--- src/rtl/sid_env_pkg.sv ---
// Shared types and constants for the SID-style envelope bank.
// Exponent thresholds are only consumed when SID_ENV_EXP_EN is defined.
package sid_env_pkg;

  typedef enum logic [1:0] {
    ATTACK        = 2'd0,
    DECAY_SUSTAIN = 2'd1,
    RELEASE       = 2'd2
  } env_state_e;

  // Rate periods in ce ticks, indexed by the 4-bit rate nibble
  localparam int unsigned RATE_PERIOD [16] = '{
    9, 32, 63, 95, 149, 220, 267, 313,
    392, 977, 1954, 3126, 3907, 11720, 19532, 31251
  };

  localparam logic [1:0] REG_CTRL = 2'd0;
  localparam logic [1:0] REG_AD   = 2'd1;
  localparam logic [1:0] REG_SR   = 2'd2;
  localparam logic [1:0] REG_ENV  = 2'd3;

  localparam int unsigned EXP_W = 5;

  localparam logic [7:0] EXP_THR_1 = 8'd94;
  localparam logic [7:0] EXP_THR_2 = 8'd55;
  localparam logic [7:0] EXP_THR_4 = 8'd27;
  localparam logic [7:0] EXP_THR_8 = 8'd15;
  localparam logic [7:0] EXP_THR_16 = 8'd7;

  localparam logic [EXP_W-1:0] EXP_DIV_1  = 5'd1;
  localparam logic [EXP_W-1:0] EXP_DIV_2  = 5'd2;
  localparam logic [EXP_W-1:0] EXP_DIV_4  = 5'd4;
  localparam logic [EXP_W-1:0] EXP_DIV_8  = 5'd8;
  localparam logic [EXP_W-1:0] EXP_DIV_16 = 5'd16;
  localparam logic [EXP_W-1:0] EXP_DIV_30 = 5'd30;

  // Number of rate matches per applied step for a given envelope level
  function automatic logic [EXP_W-1:0] exp_div(input logic [7:0] env);
    if (env >= EXP_THR_1)       return EXP_DIV_1;
    else if (env >= EXP_THR_2)  return EXP_DIV_2;
    else if (env >= EXP_THR_4)  return EXP_DIV_4;
    else if (env >= EXP_THR_8)  return EXP_DIV_8;
    else if (env >= EXP_THR_16) return EXP_DIV_16;
    else                        return EXP_DIV_30;
  endfunction

endpackage

--- src/rtl/sid_env_bank_if.sv ---
// Register bus and flattened envelope output of the envelope bank.
interface sid_env_bank_if #(
  parameter int unsigned VOICES = 3
);
  localparam int unsigned ADDR_W = $clog2(VOICES * 4);

  logic                  we;
  logic [ADDR_W-1:0]     addr;
  logic [7:0]            data_in;
  logic [7:0]            data_out;
  logic [VOICES*8-1:0]   env_out;

  modport master (output we, addr, data_in, input data_out, env_out);
  modport slave  (input we, addr, data_in, output data_out, env_out);
endinterface

--- src/rtl/sid_env_channel.sv ---
// One ADSR envelope: gate-edge state machine, rate counter and envelope level.
// SID_ENV_EXP_EN adds the exponential decay/release divider.
module sid_env_channel
  import sid_env_pkg::*;
#(
  parameter int unsigned RATE_W = 15
) (
  input  logic       clk,
  input  logic       reset,
  input  logic       ce,
  input  logic       gate,
  input  logic [3:0] attack_rate,
  input  logic [3:0] decay_rate,
  input  logic [3:0] sustain_lvl,
  input  logic [3:0] release_rate,
  output logic [7:0] env
);

  env_state_e        state, state_eff, state_nxt;
  logic              gate_q;
  logic              gate_rise, gate_fall;
  logic [RATE_W-1:0] rate_cnt, rate_cnt_nxt;
  logic [3:0]        rate_sel;
  logic              rate_match;
  logic              exp_ok;
  logic [7:0]        env_nxt;

  assign gate_rise = gate & ~gate_q;
  assign gate_fall = ~gate & gate_q;

  // Gate edges override the stored state before the step is evaluated
  assign state_eff = gate_rise ? ATTACK : (gate_fall ? RELEASE : state);

  always_ff @(posedge clk) begin
    if (reset)   state <= RELEASE;
    else if (ce) state <= state_nxt;
  end

  always_comb begin
    state_nxt = state_eff;
    if (state_eff == ATTACK && env_nxt == 8'hFF) state_nxt = DECAY_SUSTAIN;
  end

  always_comb begin
    rate_sel = release_rate;
    env_nxt  = env;
    case (state_eff)
      ATTACK:        rate_sel = attack_rate;
      DECAY_SUSTAIN: rate_sel = decay_rate;
      default:       rate_sel = release_rate;
    endcase
    // Counter only clears on an exact match; a lowered rate lets it wrap
    rate_match   = (rate_cnt == RATE_W'(RATE_PERIOD[rate_sel] - 1));
    rate_cnt_nxt = rate_match ? '0 : rate_cnt + RATE_W'(1);
    if (rate_match) begin
      case (state_eff)
        ATTACK:        if (env != 8'hFF) env_nxt = env + 8'd1;
        DECAY_SUSTAIN: if (exp_ok && env > {sustain_lvl, sustain_lvl}) env_nxt = env - 8'd1;
        default:       if (exp_ok && env != 8'h00) env_nxt = env - 8'd1;
      endcase
    end
  end

  always_ff @(posedge clk) begin
    if (reset) begin
      env      <= 8'h00;
      rate_cnt <= '0;
      gate_q   <= 1'b0;
    end else if (ce) begin
      env      <= env_nxt;
      rate_cnt <= rate_cnt_nxt;
      gate_q   <= gate;
    end
  end

`ifdef SID_ENV_EXP_EN
  logic [EXP_W-1:0] exp_cnt;

  assign exp_ok = (exp_cnt == EXP_W'(exp_div(env) - EXP_W'(1)));

  always_ff @(posedge clk) begin
    if (reset) begin
      exp_cnt <= '0;
    end else if (ce) begin
      if (state_eff == ATTACK)  exp_cnt <= '0;
      else if (rate_match)      exp_cnt <= exp_ok ? '0 : exp_cnt + EXP_W'(1);
    end
  end
`else
  assign exp_ok = 1'b1;
`endif

endmodule

--- src/rtl/sid_env_bank.sv ---
// Bank of VOICES envelope generators with SID-like byte registers.
// Define SID_ENV_EXP_EN for exponential decay/release.
module sid_env_bank
  import sid_env_pkg::*;
#(
  parameter int unsigned VOICES = 3,
  parameter int unsigned RATE_W = 15
) (
  input logic           clk,
  input logic           reset,
  input logic           ce_1m,
  sid_env_bank_if.slave bus
);

  localparam int unsigned REGS = VOICES * 4;

  logic [7:0]          ctrl [VOICES];
  logic [7:0]          ad   [VOICES];
  logic [7:0]          sr   [VOICES];
  logic [7:0]          env  [VOICES];
  logic [VOICES*8-1:0] env_flat;
  int unsigned         voice_sel;
  logic [1:0]          reg_sel;
  logic                mapped;
  logic [7:0]          rd_data_c;

  assign voice_sel = 32'(bus.addr) >> 2;
  assign reg_sel   = bus.addr[1:0];
  assign mapped    = (32'(bus.addr) < REGS);

  // Register writes ignore ce_1m; ENV and unmapped addresses drop the write
  always_ff @(posedge clk) begin
    if (reset) begin
      for (int unsigned v = 0; v < VOICES; v++) begin
        ctrl[v] <= 8'h00;
        ad[v]   <= 8'h00;
        sr[v]   <= 8'h00;
      end
    end else if (bus.we && mapped) begin
      for (int unsigned v = 0; v < VOICES; v++) begin
        if (voice_sel == v) begin
          case (reg_sel)
            REG_CTRL: ctrl[v] <= bus.data_in;
            REG_AD:   ad[v]   <= bus.data_in;
            REG_SR:   sr[v]   <= bus.data_in;
            default:  ;
          endcase
        end
      end
    end
  end

  always_comb begin
    rd_data_c = 8'h00;
    if (mapped) begin
      for (int unsigned v = 0; v < VOICES; v++) begin
        if (voice_sel == v) begin
          case (reg_sel)
            REG_CTRL: rd_data_c = ctrl[v];
            REG_AD:   rd_data_c = ad[v];
            REG_SR:   rd_data_c = sr[v];
            default:  rd_data_c = env[v];
          endcase
        end
      end
    end
  end

  always_ff @(posedge clk) begin
    if (reset) bus.data_out <= 8'h00;
    else       bus.data_out <= rd_data_c;
  end

  for (genvar v = 0; v < VOICES; v++) begin : g_voice
    sid_env_channel #(
      .RATE_W (RATE_W)
    ) u_chan (
      .clk          (clk),
      .reset        (reset),
      .ce           (ce_1m),
      .gate         (ctrl[v][0]),
      .attack_rate  (ad[v][7:4]),
      .decay_rate   (ad[v][3:0]),
      .sustain_lvl  (sr[v][7:4]),
      .release_rate (sr[v][3:0]),
      .env          (env[v])
    );
  end

  always_comb begin
    env_flat = '0;
    for (int unsigned v = 0; v < VOICES; v++) env_flat[v*8 +: 8] = env[v];
  end

  assign bus.env_out = env_flat;

endmodule

--- src/flat_wrapper.sv ---
// flat-port wrapper written by rule: the top's interface ports become plain ports
module sid_env_bank_flat import sid_env_pkg::*;
#(
  parameter int unsigned VOICES = 3,
  parameter int unsigned RATE_W = 15
)
  (clk, reset, ce_1m, bus_we, bus_addr, bus_data_in, bus_data_out, bus_env_out);
  sid_env_bank_if #(.VOICES(VOICES)) bus_i ();
  input logic clk;
  input logic reset;
  input logic ce_1m;
  input wire logic [$bits(bus_i.we)-1:0] bus_we;
  input wire logic [$bits(bus_i.addr)-1:0] bus_addr;
  input wire logic [$bits(bus_i.data_in)-1:0] bus_data_in;
  output wire logic [$bits(bus_i.data_out)-1:0] bus_data_out;
  output wire logic [$bits(bus_i.env_out)-1:0] bus_env_out;
  assign bus_i.we = bus_we;
  assign bus_i.addr = bus_addr;
  assign bus_i.data_in = bus_data_in;
  assign bus_data_out = bus_i.data_out;
  assign bus_env_out = bus_i.env_out;
  sid_env_bank #(.VOICES(VOICES), .RATE_W(RATE_W)) u_core (.clk(clk), .reset(reset), .ce_1m(ce_1m), .bus(bus_i));
endmodule
--- config.mk ---
export PLATFORM = sky130hd
export DESIGN_NAME = sid_env_bank_flat
export DESIGN_NICKNAME = d
export VERILOG_FILES = /design/src/rtl/sid_env_pkg.sv /design/src/rtl/sid_env_bank_if.sv /design/src/rtl/sid_env_channel.sv /design/src/rtl/sid_env_bank.sv /design/src/flat_wrapper.sv
export SDC_FILE = /design/constraint.sdc
export NUM_CORES = 1
export LEC_CHECK = 0
export ABC_AREA = 1
export CAP_MARGIN = 10
export CORE_ASPECT_RATIO = 0.8
export CORE_MARGIN = 4
export CORE_UTILIZATION = 25
export CTS_CLUSTER_SIZE = 12
export DETAILED_ROUTE_END_ITERATION = 8
export PLACE_DENSITY = 0.43
export SLEW_MARGIN = 20
export SYNTH_ARGS = -nofsm -noshare
export SYNTH_HDL_FRONTEND = slang
export SYNTH_SLANG_ARGS = --single-unit
--- constraint.sdc ---
create_clock -name clk -period 10.1 [get_ports clk]
set_clock_uncertainty 0.15 [all_clocks]
set_input_delay 2.02 -clock clk [delete_from_list [all_inputs] [get_ports clk]]
set_output_delay 2.02 -clock clk [all_outputs]
set_load 0.01 [all_outputs]
Word-level counts from Yosys, hierarchy flattened
Memories as Yosys holds them, arrays and structs flattened.
Index checks and enable logic that the tools add are counted.
Storage, ports and cells
  register bits after elaboration: 86
  memory bits (writable): 72
  bits in read-only memories: 1536
  bits of input ports: 16
  output and inout port bits: 32
  memories: 6
Operators by class
  $add $sub $neg: 12
  $lt $le $gt $ge: 7
  equal/unequal tests: 16
  multiplexer cells: 92
  bitwise logic cells: 25
  reduce and logical (&&, ||, !) cells: 13
Memories
  (name not given): words 16, bits a word 32, rd ports 1, clocked after memory_dff 0, wr ports 0, RTL line sid_env_channel.sv:53  | rate_match = (rate_cnt == RATE_W'(RATE_PERIOD[rate_sel] - 1));
  (name not given): words 16, bits a word 32, rd ports 1, clocked after memory_dff 0, wr ports 0, RTL line sid_env_channel.sv:53
  (name not given): words 16, bits a word 32, rd ports 1, clocked after memory_dff 0, wr ports 0, RTL line sid_env_channel.sv:53
  u_core.ad: words 3, bits a word 8, rd ports 3, clocked after memory_dff 0, wr ports 3, RTL line sid_env_bank.sv:18  | logic [7:0] ad [VOICES];
  u_core.ctrl: words 3, bits a word 8, rd ports 3, clocked after memory_dff 0, wr ports 3, RTL line sid_env_bank.sv:17  | logic [7:0] ctrl [VOICES];
  u_core.sr: words 3, bits a word 8, rd ports 3, clocked after memory_dff 0, wr ports 3, RTL line sid_env_bank.sv:19  | logic [7:0] sr [VOICES];
Operators with widths (count)
  two-way mux 8 bit: 24
  two-way mux 15 bit: 9
  case mux 8 bit (3 select lines): 3
  case mux 8 bit (2 select lines): 3
  adder 15 x 1 -> 15 bit, second input constant: 3
  equality test 15 bit: 3
  subtractor 15 x 1 -> 15 bit, second input constant: 3
  two-way mux 1 bit: 41
  zero test 32 bit: 1
  adder 8 x 1 -> 8 bit, second input constant: 3
  equality test 8 bit, second input constant: 3
  greater-than comparator 8 bit: 3
  inequality test 8 bit, second input constant: 3
  case mux 4 bit (2 select lines): 3
  nonzero test 8 bit: 3
  subtractor 8 x 1 -> 8 bit, second input constant: 3
  two-way mux 2 bit: 9
  greater-or-equal comparator 5 bit, second input constant: 3
  NOT 4 -> 5 bit: 3
  equality test 2 x 1 -> 1 bit, second input constant: 5
  bitwise OR 1 bit: 9
  zero test 2 bit: 4
  NOT 1 bit: 7
  AND 1 bit: 6
  4 further kinds: 8

Depth between registers and ports, before layout
Gate-level depths: netlist (run 1).
An unclocked memory read counts as a cell.
  word-level depth: 17
  mapped depth: 32

Hierarchy
Synthesis (run 1) repeated with hierarchy kept, for this count alone.
Unflattened totals
  cells, all modules: 1981
  area, all modules: 13599.3 µm²
Modules (own cells, without submodules)
  sid_env_channel at u_core.g_voice[0].u_chan ...: instances 2, cells each 534, area an instance 3324.4 µm², seq. area each 520.5 µm²
  sid_env_bank: instances 1, cells each 364, area an instance 3547.2 µm², seq. area each 2322.2 µm²
  sid_env_channel at u_core.g_voice[2].u_chan: instances 1, cells each 549, area an instance 3403.3 µm², seq. area each 520.5 µm²

Worst setup path after synthesis (run 1)
Ideal clock, no wire load.
  kind: input-to-reg
  from: input bus_addr[0]
  to: memory u_core.ad[2][0] (netlist: u_core.ad[0][16]) (enable)
  library setup time: 384 ps
  arrival: 3303 ps
  slack: 6263 ps
  stages on the path: 5
  cell sequence: inv_1 > nor2_1 > inv_1 > clkbuf_1 > o21ai_0
RTL lines
  start, declared: RTL line flat_wrapper.sv:13  | input wire logic [$bits(bus_i.addr)-1:0] bus_addr;
  end, declared: RTL line sid_env_bank.sv:18

==> results.ini, run 1 <==
[hold_path]
holdPathEnd=u_core.g_voice[0].u_chan.state[1]
min_path_cells=2
min_from=u_core.g_voice[0].u_chan.state[1]
hold_class=reg2reg

[timing]
fin_ws_ps=5350
worst_pin_slew_ps=864
fmax_mhz=210
setup_violations=0
fin_crit_sh_pct=47.1
slew-limit-headroom_pct=42.2
slew_viol_final=0
rsz0062_at_grt=no
fin_crit_ps=4750
fin_setup_tns_ps=0
hold_ws_ps=330
finalHoldViolCount=0

[power_and_ir_drop]
clkPwrFrac_pct=31.1
p_comb_share_pct=33.2
internal_power_mw=1.21
power_leakage_nw=6.53
pwr-share-seq_pct=35.7
p_per_area_nw_per_um2=136
worst_ir_drop_vdd_uv=125
switching_share_pct=39.4
p_sw_mw=0.788

[floorplanning]
dieArea_um2=56200
core-area_um2=51500
start_util_pct=25.5
row_count=74
die_h_um=213
die_width_um=264
io_pins=48

[cells_and_area]
fin_nets=2060
antenna_cells=0
area_delta_synth_final_pct=12.3
post-route-util_pct=28.6
postLayoutCellArea_um2=14700
layout-drive-gt1-share_pct=7.51

[synthesis]
yosys-top-cells-area=edfxtp_1 (16%), nand2_1 (15%), dfxtp_1 (13%)
synthXorXnorAreaFrac_pct=5.01
yosys-top-cells-count=nand2_1 (531), inv_1 (262), nor2_1 (196)
synth_simple_gate_area_share_pct=37.5
synth_seq_area_share_pct=29.6
synthCells=1947
synthMuxAreaShare_pct=0
yosysMostFrequentCell=nand2_1
synth-async-reset-ratio_pct=0
yosysWarnings=0
synth_top_cell_by_area=edfxtp_1
synth_edf_count=72
synth_top_area_share_pct=16.5
syn_avg_cell_area_um2=6.74
syn-num-nets=2035
synth_cell_types=51
synthAdderAreaFrac_pct=6.87
syn_area_um2=13100
synth_compound_area_share_pct=10.7
synth_ff_type=dfxtp_1
synth_top_family_by_area=simple AND/OR/NAND/NOR gates
ys_seq_elements=158

[global_route]
grt_overflow=0
grt_start_max_net_pins=36
grt_pass1_wl_um=68500
track_usage_pct=15.6
grt_pass1_vias=11500
antenna_found_initial=0

[worst_setup_path]
worst_path_largest_cell_delay_ps=450
timing.rr.end=u_core.g_voice[2].u_chan.env[7]
cp-start-kind=register
timing.rr.start=u_core.ctrl[0][16]
crit_fanout=15
slowest_stage=edfxtp_1
r2r_cells=28
required_ps=10290
path_class=reg2reg
end_kind=register
cp.arrival_ps=4950
r2r_slack_ps=5350
cpMostUsedCell=nand2_1

[clock_tree]
clock_latency_ps=460
cts-buffers-inserted=17
post_cts_buffers=0
h-tree-depth=4
cts_resized=0
clock_path_buffers=2
holdBufCountCts=0
cts_sinks=158
tritoncts=yes
ctsRootBufferMaster=clkbuf_16
clk_pin_slew_worst_paths_ps=80

[placed_design]
gp_congestion=0.935
pre_cts_slack_ps=4780
place_area_um2=14200
portBuffers=47
hpwl_um=35300

[detailed_routing]
vias=12600
wirelength_um=44400
routed_via_density=4.74
drc=0
drtIter0Drc=1118
ant_nets=0
routedWlPerCell_um=16.6
drt_first_pass_iters=5

[job]
drv_cap=0

[run_status]
status=finished clean

## power by group through the flow
stage	sequential [mW]	clock, mW	combinational, mW
2_1_floorplan	0.719	0	0.508
3_3_place_gp	0.728	0	0.659
3_5_place_dp	0.728	0	0.659
4_1_cts	0.713	0.641	0.662
5_1_grt	0.716	0.664	0.759
6_report	0.714	0.622	0.665
## through the flow
step	instances	total power, mW
4_1_cts	2669	2.02
3_3_place_gp	2637	1.39
2_1_floorplan	1947	1.23
6_report	2669	2.00
3_5_place_dp	2637	1.39
5_1_grt	2669	2.14
## state kept, by name (all words and copies together), names as in the netlist
register	cells
u_core.g_voice.u_chan.rate_cnt	45
u_core.ad	24
u_core.ctrl	24
u_core.g_voice.u_chan.env	24
u_core.sr	24
u_core.bus.data_out	8
u_core.g_voice.u_chan.state	6
u_core.g_voice.u_chan.gate_q	3
## logic make-up after synthesis
family	after synthesis
and+or+nand+nor	1076
buffers and inverters	328
AOI/OAI and AO/OA	238
DFF	158
xor gates and xnor gates	75
adders and majority gates	72
## worst max path at each step
| stage | slack [ps] | from | to |
|---|---|---|---|
| 2_1_floorplan | 6260 | bus_addr[0] | u_core.ad[0][16] |
| 3_3_place_gp | 4910 | bus_addr[1] | u_core.sr[0][18] |
| 3_5_place_dp | 4780 | bus_addr[1] | u_core.sr[0][18] |
| 4_1_cts | 5260 | bus_addr[1] | u_core.sr[0][18] |
| 5_1_grt | 4850 | u_core.ctrl[0][0] | u_core.g_voice[0].u_chan.env[3] |
| 6_report | 5350 | u_core.ctrl[0][16] | u_core.g_voice[2].u_chan.env[7] |
## per-layer routing
metal  global-route usage [%]  share of wire [%]  wire [um]
met1                     24.3                 53      23600
met2                     22.4                 40      17900
met3                     2.38                4.9       2180
met4                     3.73                1.6        713
met5                        0                  0          0
## worst max-delay path: cells and delay by family (launching register included)
kind	cells	cell delay, ps
buffers and inverters	6	440
adders and majority gates	2	650
AOI/OAI and AO/OA	2	240
DFF	1	450
and+or+nand+nor	18	2680
## layout by cell type, fill, tap and decap left out, types with 26 or more instances in the layout
cell / count
nand2_2: 26
clkdlybuf4s50_1: 46
inv_1: 261
ha_1: 72
nand3_1: 159
dfxtp_1: 86
edfxtp_1: 72
a21oi_1: 70
nand2_1: 531
nor2_1: 196
nand4_1: 44
xor2_1: 65
nor3_1: 31
o21ai_0: 81
## area by class of cell
class                   count  area (um2)
clock buffers              18         429
clock inverters            14         110
fillers                  5704       36700
inverters                 280        1050
multi-input cells        1461        7880
flip-flops and latches    158        3880
well taps                 684         856
repair buffers             54         518
No activity file was read; power rests on OpenSTA's default activity.
==> run 2, diff against run 1 <==
PLACE_DENSITY = 0.45   (was 0.43)
clock period = 4.28 ns   (was 10.1 ns; I/O delays follow)
==> run 2 against run 1 <==
- final cell count up 1.6%
- fmax up 20%
- die area unchanged
- flip-flop and latch count unchanged
- non-clock buffer count up 44
- hold slack worse by 5.5 ps
- count of clock-buffer cells in the layout down 1
- utilization up 1.2 points
- via count up 2.0%
- power up 150%
==> results.ini, run 2 (same netlist as run 1, synthesis figures left out) <==
[worst_setup_path]
r2r_cells=24
path_class=reg2reg
timing.rr.end=u_core.g_voice[2].u_chan.env[4]
crit_fanout=11
required_ps=4490
end_kind=register
timing.rr.start=u_core.ctrl[0][16]
cp-start-kind=register
r2r_slack_ps=330
cp.arrival_ps=4160

[detailed_routing]
wl_met2_um=17300
vias=12900
detailroute.wirelength.met3_um=2680
drtIter0Drc=1165
drt-met1-wl_um=23400
drc=0
routed_via_density=4.75
ant_nets=0
topRoutingLayerUsed=met4
wirelength_um=44100
routedWlPerCell_um=16.3
drt_first_pass_iters=5

[hold_path]
min_path_cells=2
hold_class=reg2reg
holdPathEnd=u_core.g_voice[1].u_chan.state[1]
min_from=u_core.g_voice[1].u_chan.state[1]

[clock_tree]
ctsRootBufferMaster=clkbuf_16
cts-buffers-inserted=17
h-tree-depth=4
cts_sinks=158
clk_pin_slew_worst_paths_ps=80
clock_path_buffers=2
clock_latency_ps=460
tritoncts=yes

[global_route]
antenna_found_initial=0
track_usage_pct=15.5
grt_overflow=0
grt_pass1_vias=11900
grt_pass1_wl_um=68700
grt_start_max_net_pins=33

[timing]
fin_crit_ps=3950
rsz0062_at_grt=yes
hold_ws_ps=324
finalHoldViolCount=0
fin_crit_sh_pct=92.3
worst_pin_slew_ps=857
setup_violations=0
slew-limit-headroom_pct=42.8
fin_ws_ps=329
fin_setup_tns_ps=0
fmax_mhz=253
slew_viol_final=0

[cells_and_area]
antenna_cells=0
final_cell_mix=nand2_1 (529), inv_1 (258), nor2_1 (193)
multi_input_area_um2=8060
top_register=u_core.g_voice.u_chan.rate_cnt
fin_nets=2104
area_delta_synth_final_pct=17.0
ff_latch_area_um2=3880
final_common_cell=nand2_1
post-route-util_pct=29.8
layout-drive-gt1-share_pct=10.5
fillers=5635
instances_no_fill=2713
largest_reg_flops=45

[power_and_ir_drop]
p_comb_share_pct=34.0
worst_ir_drop_vdd_uv=266
switching_share_pct=39.9
p_sw_mw=1.97
power_leakage_nw=6.79
p_per_area_nw_per_um2=321
pwr-share-seq_pct=34.1
clkPwrFrac_pct=31.9
internal_power_mw=2.96

[floorplanning]
die_h_um=213
die_width_um=264
start_util_pct=25.5
core-area_um2=51500
row_count=74
io_pins=48
dieArea_um2=56200

[job]
drv_cap=0

[placed_design]
portBuffers=47
hpwl_um=34500
place_inst=2665
pre_cts_slack_ps=151
gp_congestion=0.909

[run_status]
status=finished clean

[run 2: worst max path at each step]
stage	startpoint	end	slack (ps)
global route	u_core.ctrl[0][16]	u_core.g_voice[2].u_chan.env[4]	-50
floorplan	u_core.ctrl[0][8]	u_core.g_voice[1].u_chan.env[1]	460
global placement	u_core.ctrl[0][16]	u_core.g_voice[2].u_chan.env[7]	250
finish	u_core.ctrl[0][16]	u_core.g_voice[2].u_chan.env[4]	330
CTS	u_core.ctrl[0][16]	u_core.g_voice[2].u_chan.env[7]	90
detailed placement	u_core.ctrl[0][16]	u_core.g_voice[2].u_chan.env[7]	150
[run 2: area by class of cell]
type / instances / area share, %
Timing Repair Buffer: 98 / 5.78
Inverter: 280 / 6.97
Multi-Input combinational cell: 1461 / 52.5
Clock buffer: 17 / 2.77
Clock inverter: 15 / 1.12
Tap cell: 684 / 5.57
Sequential cell: 158 / 25.3
[run 2: through the flow]
stage	total power, mW	cell area (um2)
floorplan	2.90	13100
global placement	3.30	14400
detailed placement	3.29	14400
CTS	4.88	15000
global route	5.26	15400
finish	4.93	15400
[run 2: layer usage]
| layer | global-route usage, % | vias up |
|---|---|---|
| met5 | 0 | - |
| met4 | 4.06 | 0 |
| met3 | 3.53 | 43 |
| met2 | 21.6 | 348 |
| met1 | 23.8 | 5997 |
| li1 | - | 6499 |
[run 2: timing repair]
item / in CTS / in global routing
hold buffers: 0 / 0
setup buffers: 0 / 14
setup endpoints to repair: 0 / 70
gates resized for setup: 0 / 44
[run 2: worst max-delay path, cell delays in order, from the launching register on]
cell and delay [ps]:
edfxtp_1 420, inv_2 110, nand2_2 90, nand2_2 120
nand2_8 80, buf_4 170, nand3_2 200, nand2_1 100
nor2_2 290, ha_1 320, nand2_1 120, nand2_1 80
nor2_1 90, nand2_1 170, nor2_4 230, nand2_2 100
nand2_1 100, nand3_1 70, nor2_1 200, nand3_4 150
nor2_4 180, buf_12 140, nand2_1 50, nand2_1 70
nor2_1 40
[run 2: power groups by stage]
| stage | clock (mW) | sequential [mW] | combinational [mW] |
|---|---|---|---|
| 3_3_place_gp | 0 | 1.71 | 1.59 |
| 5_1_grt | 1.68 | 1.68 | 1.90 |
| 2_1_floorplan | 0 | 1.70 | 1.20 |
| 6_report | 1.57 | 1.68 | 1.68 |
| 4_1_cts | 1.62 | 1.68 | 1.59 |
| 3_5_place_dp | 0 | 1.71 | 1.58 |
==> run 3, diff against run 2 <==
CORE_MARGIN = 10   (was 4)
==> run 3 against run 2 <==
- global-route usage decreased by 1.4 points
- routed wire length rose by 2.0%
- via count is 0.21% higher
- count of clock-buffer cells in the layout increased by 1
- setup slack got worse by 22 ps
- fmax decreased by 0.55%
- hold slack improved by 19 ps
- sequential power is essentially flat
- non-clock buffer count is 3 higher
- critical endpoint is now u_core.g_voice[2].u_chan.env[7]
- largest power group is now combinational logic
- highest routed layer unchanged
==> results.ini, run 3 (same netlist as run 1, synthesis figures left out) <==
[placed_design]
place_area_um2=14400
gp_congestion=0.898
hpwl_um=35000
place_inst=2675
portBuffers=47

[power_and_ir_drop]
p_per_area_nw_per_um2=324
power_leakage_nw=6.82
worst_ir_drop_vdd_uv=283
clkPwrFrac_pct=32.4
internal_power_mw=3.00
p_comb_share_pct=33.9
power_mw=4.97
switching_share_pct=39.6
p_sw_mw=1.97
pwr-share-seq_pct=33.7

[timing]
setup_violations=0
finalHoldViolCount=0
fin_crit_ps=3970
slew-limit-headroom_pct=41.1
worst_pin_slew_ps=883
fin_setup_tns_ps=0
slew_viol_final=0
fin_crit_sh_pct=92.8
fmax_mhz=252

[clock_tree]
clock_latency_ps=460
clk_pin_slew_worst_paths_ps=80
ctsRootBufferMaster=clkbuf_16
cts-buffers-inserted=17
holdBufCountCts=0
h-tree-depth=4
tritoncts=yes
cts_sinks=158
clock_path_buffers=2

[detailed_routing]
drc=0
ant_nets=0
routed_via_density=4.74
drtIter0Drc=1120
wirelength_um=45000
drt_first_pass_iters=6
vias=12900
routedWlPerCell_um=16.5

[worst_setup_path]
cp.arrival_ps=4180
crit_family=simple AND/OR/NAND/NOR gates
end_kind=register
crit_fanout=13
cp-start-kind=register
path_class=reg2reg
required_ps=4490
slowest_stage=edfxtp_1
timing.rr.end=u_core.g_voice[2].u_chan.env[7]
r2r_slack_ps=310
worst_path_largest_cell_delay_ps=440
r2r_cells=26
crit_buf_inv=4
timing.rr.start=u_core.ctrl[0][16]

[cells_and_area]
postLayoutCellArea_um2=15400
layout-drive-gt1-share_pct=10.4
fin_nets=2107
final_cell_mix=nand2_1 (530), inv_1 (260), nor2_1 (193)
fillers=5764
top_register=u_core.g_voice.u_chan.rate_cnt
area_delta_synth_final_pct=17.1
multi_input_area_um2=8020
ff_latch_area_um2=3880
largest_reg_flops=45
instances_no_fill=2725
final_common_cell=nand2_1
antenna_cells=0

[floorplanning]
io_pins=48
dieArea_um2=62100
die_width_um=276
start_util_pct=25.1
row_count=75
die_h_um=225
core-area_um2=52200

[global_route]
grt_start_max_net_pins=30
grt_overflow=0
grt_pass1_wl_um=69700
track_usage_pct=14.1
antenna_found_initial=0
grt_pass1_vias=11900

[hold_path]
min_from=u_core.g_voice[2].u_chan.state[1]
holdPathEnd=u_core.g_voice[2].u_chan.state[1]
hold_class=reg2reg
min_path_cells=2

[run_status]
status=finished clean

[job]
drv_cap=0

run 3: per-layer routing:
metal	GRT usage [%]	up-vias	wire length, um	part of all wire [%]
li1	-	6515	-	-
met1	20.5	5962	23100	51
met2	20.2	400	18100	40
met3	3.51	37	3130	6.9
met4	3.36	0	685	1.5
met5	0	-	0	0
run 3: worst max-delay path by stage:
stage                            start                               to  slack [ps]  cells past startpoint
floorplan            u_core.ctrl[0][8]  u_core.g_voice[1].u_chan.env[1]         460                     31
detailed placement  u_core.ctrl[0][16]  u_core.g_voice[2].u_chan.env[7]         -40                     28
global placement    u_core.ctrl[0][16]  u_core.g_voice[2].u_chan.env[2]         -50                     28
global route        u_core.ctrl[0][16]  u_core.g_voice[2].u_chan.env[7]         -40                     28
finish              u_core.ctrl[0][16]  u_core.g_voice[2].u_chan.env[7]         310                     26
CTS                 u_core.ctrl[0][16]  u_core.g_voice[2].u_chan.env[7]          20                     29
run 3: area by class of cell:
| type | count | share of cell area, % |
|---|---|---|
| clock inverter | 14 | 1.04 |
| timing repair buffer | 101 | 5.96 |
| tap | 693 | 5.65 |
| clock buffer | 18 | 2.93 |
| multi-input combinational | 1461 | 52.2 |
| inverter | 280 | 6.91 |
| sequential | 158 | 25.3 |
run 3: what timing repair did:
| item | CTS | global route |
|---|---|---|
| resized for setup | 2 | 30 |
| endpoints found under the setup margin | 8 | 42 |
| hold endpoints to repair | 0 | 0 |
| pin swaps | 1 | 7 |
| buffers inserted | 1 | 17 |
run 3: worst min-delay path, stage by stage (launching register included):
cell and delay (ps):
dfxtp_1 340, a21oi_1 70, o21ai_0 60
run 3: per-stage QoR:
step	utilization (%)	worst slack (ps)	hold slack (ps)
after floorplan	-	464	293
after global routing	29.4	-42.8	380
final	29.4	308	343
after detailed placement	27.7	-42.3	314
after CTS	28.9	21.7	340
after global placement	27.7	-46.4	308
run 3: power groups by stage:
stage / logic (mW) / registers [mW] / clock network, mW
2_1_floorplan: 1.20 / 1.70 / 0
3_3_place_gp: 1.58 / 1.71 / 0
3_5_place_dp: 1.59 / 1.71 / 0
4_1_cts: 1.60 / 1.68 / 1.65
5_1_grt: 1.90 / 1.68 / 1.71
6_report: 1.69 / 1.68 / 1.61
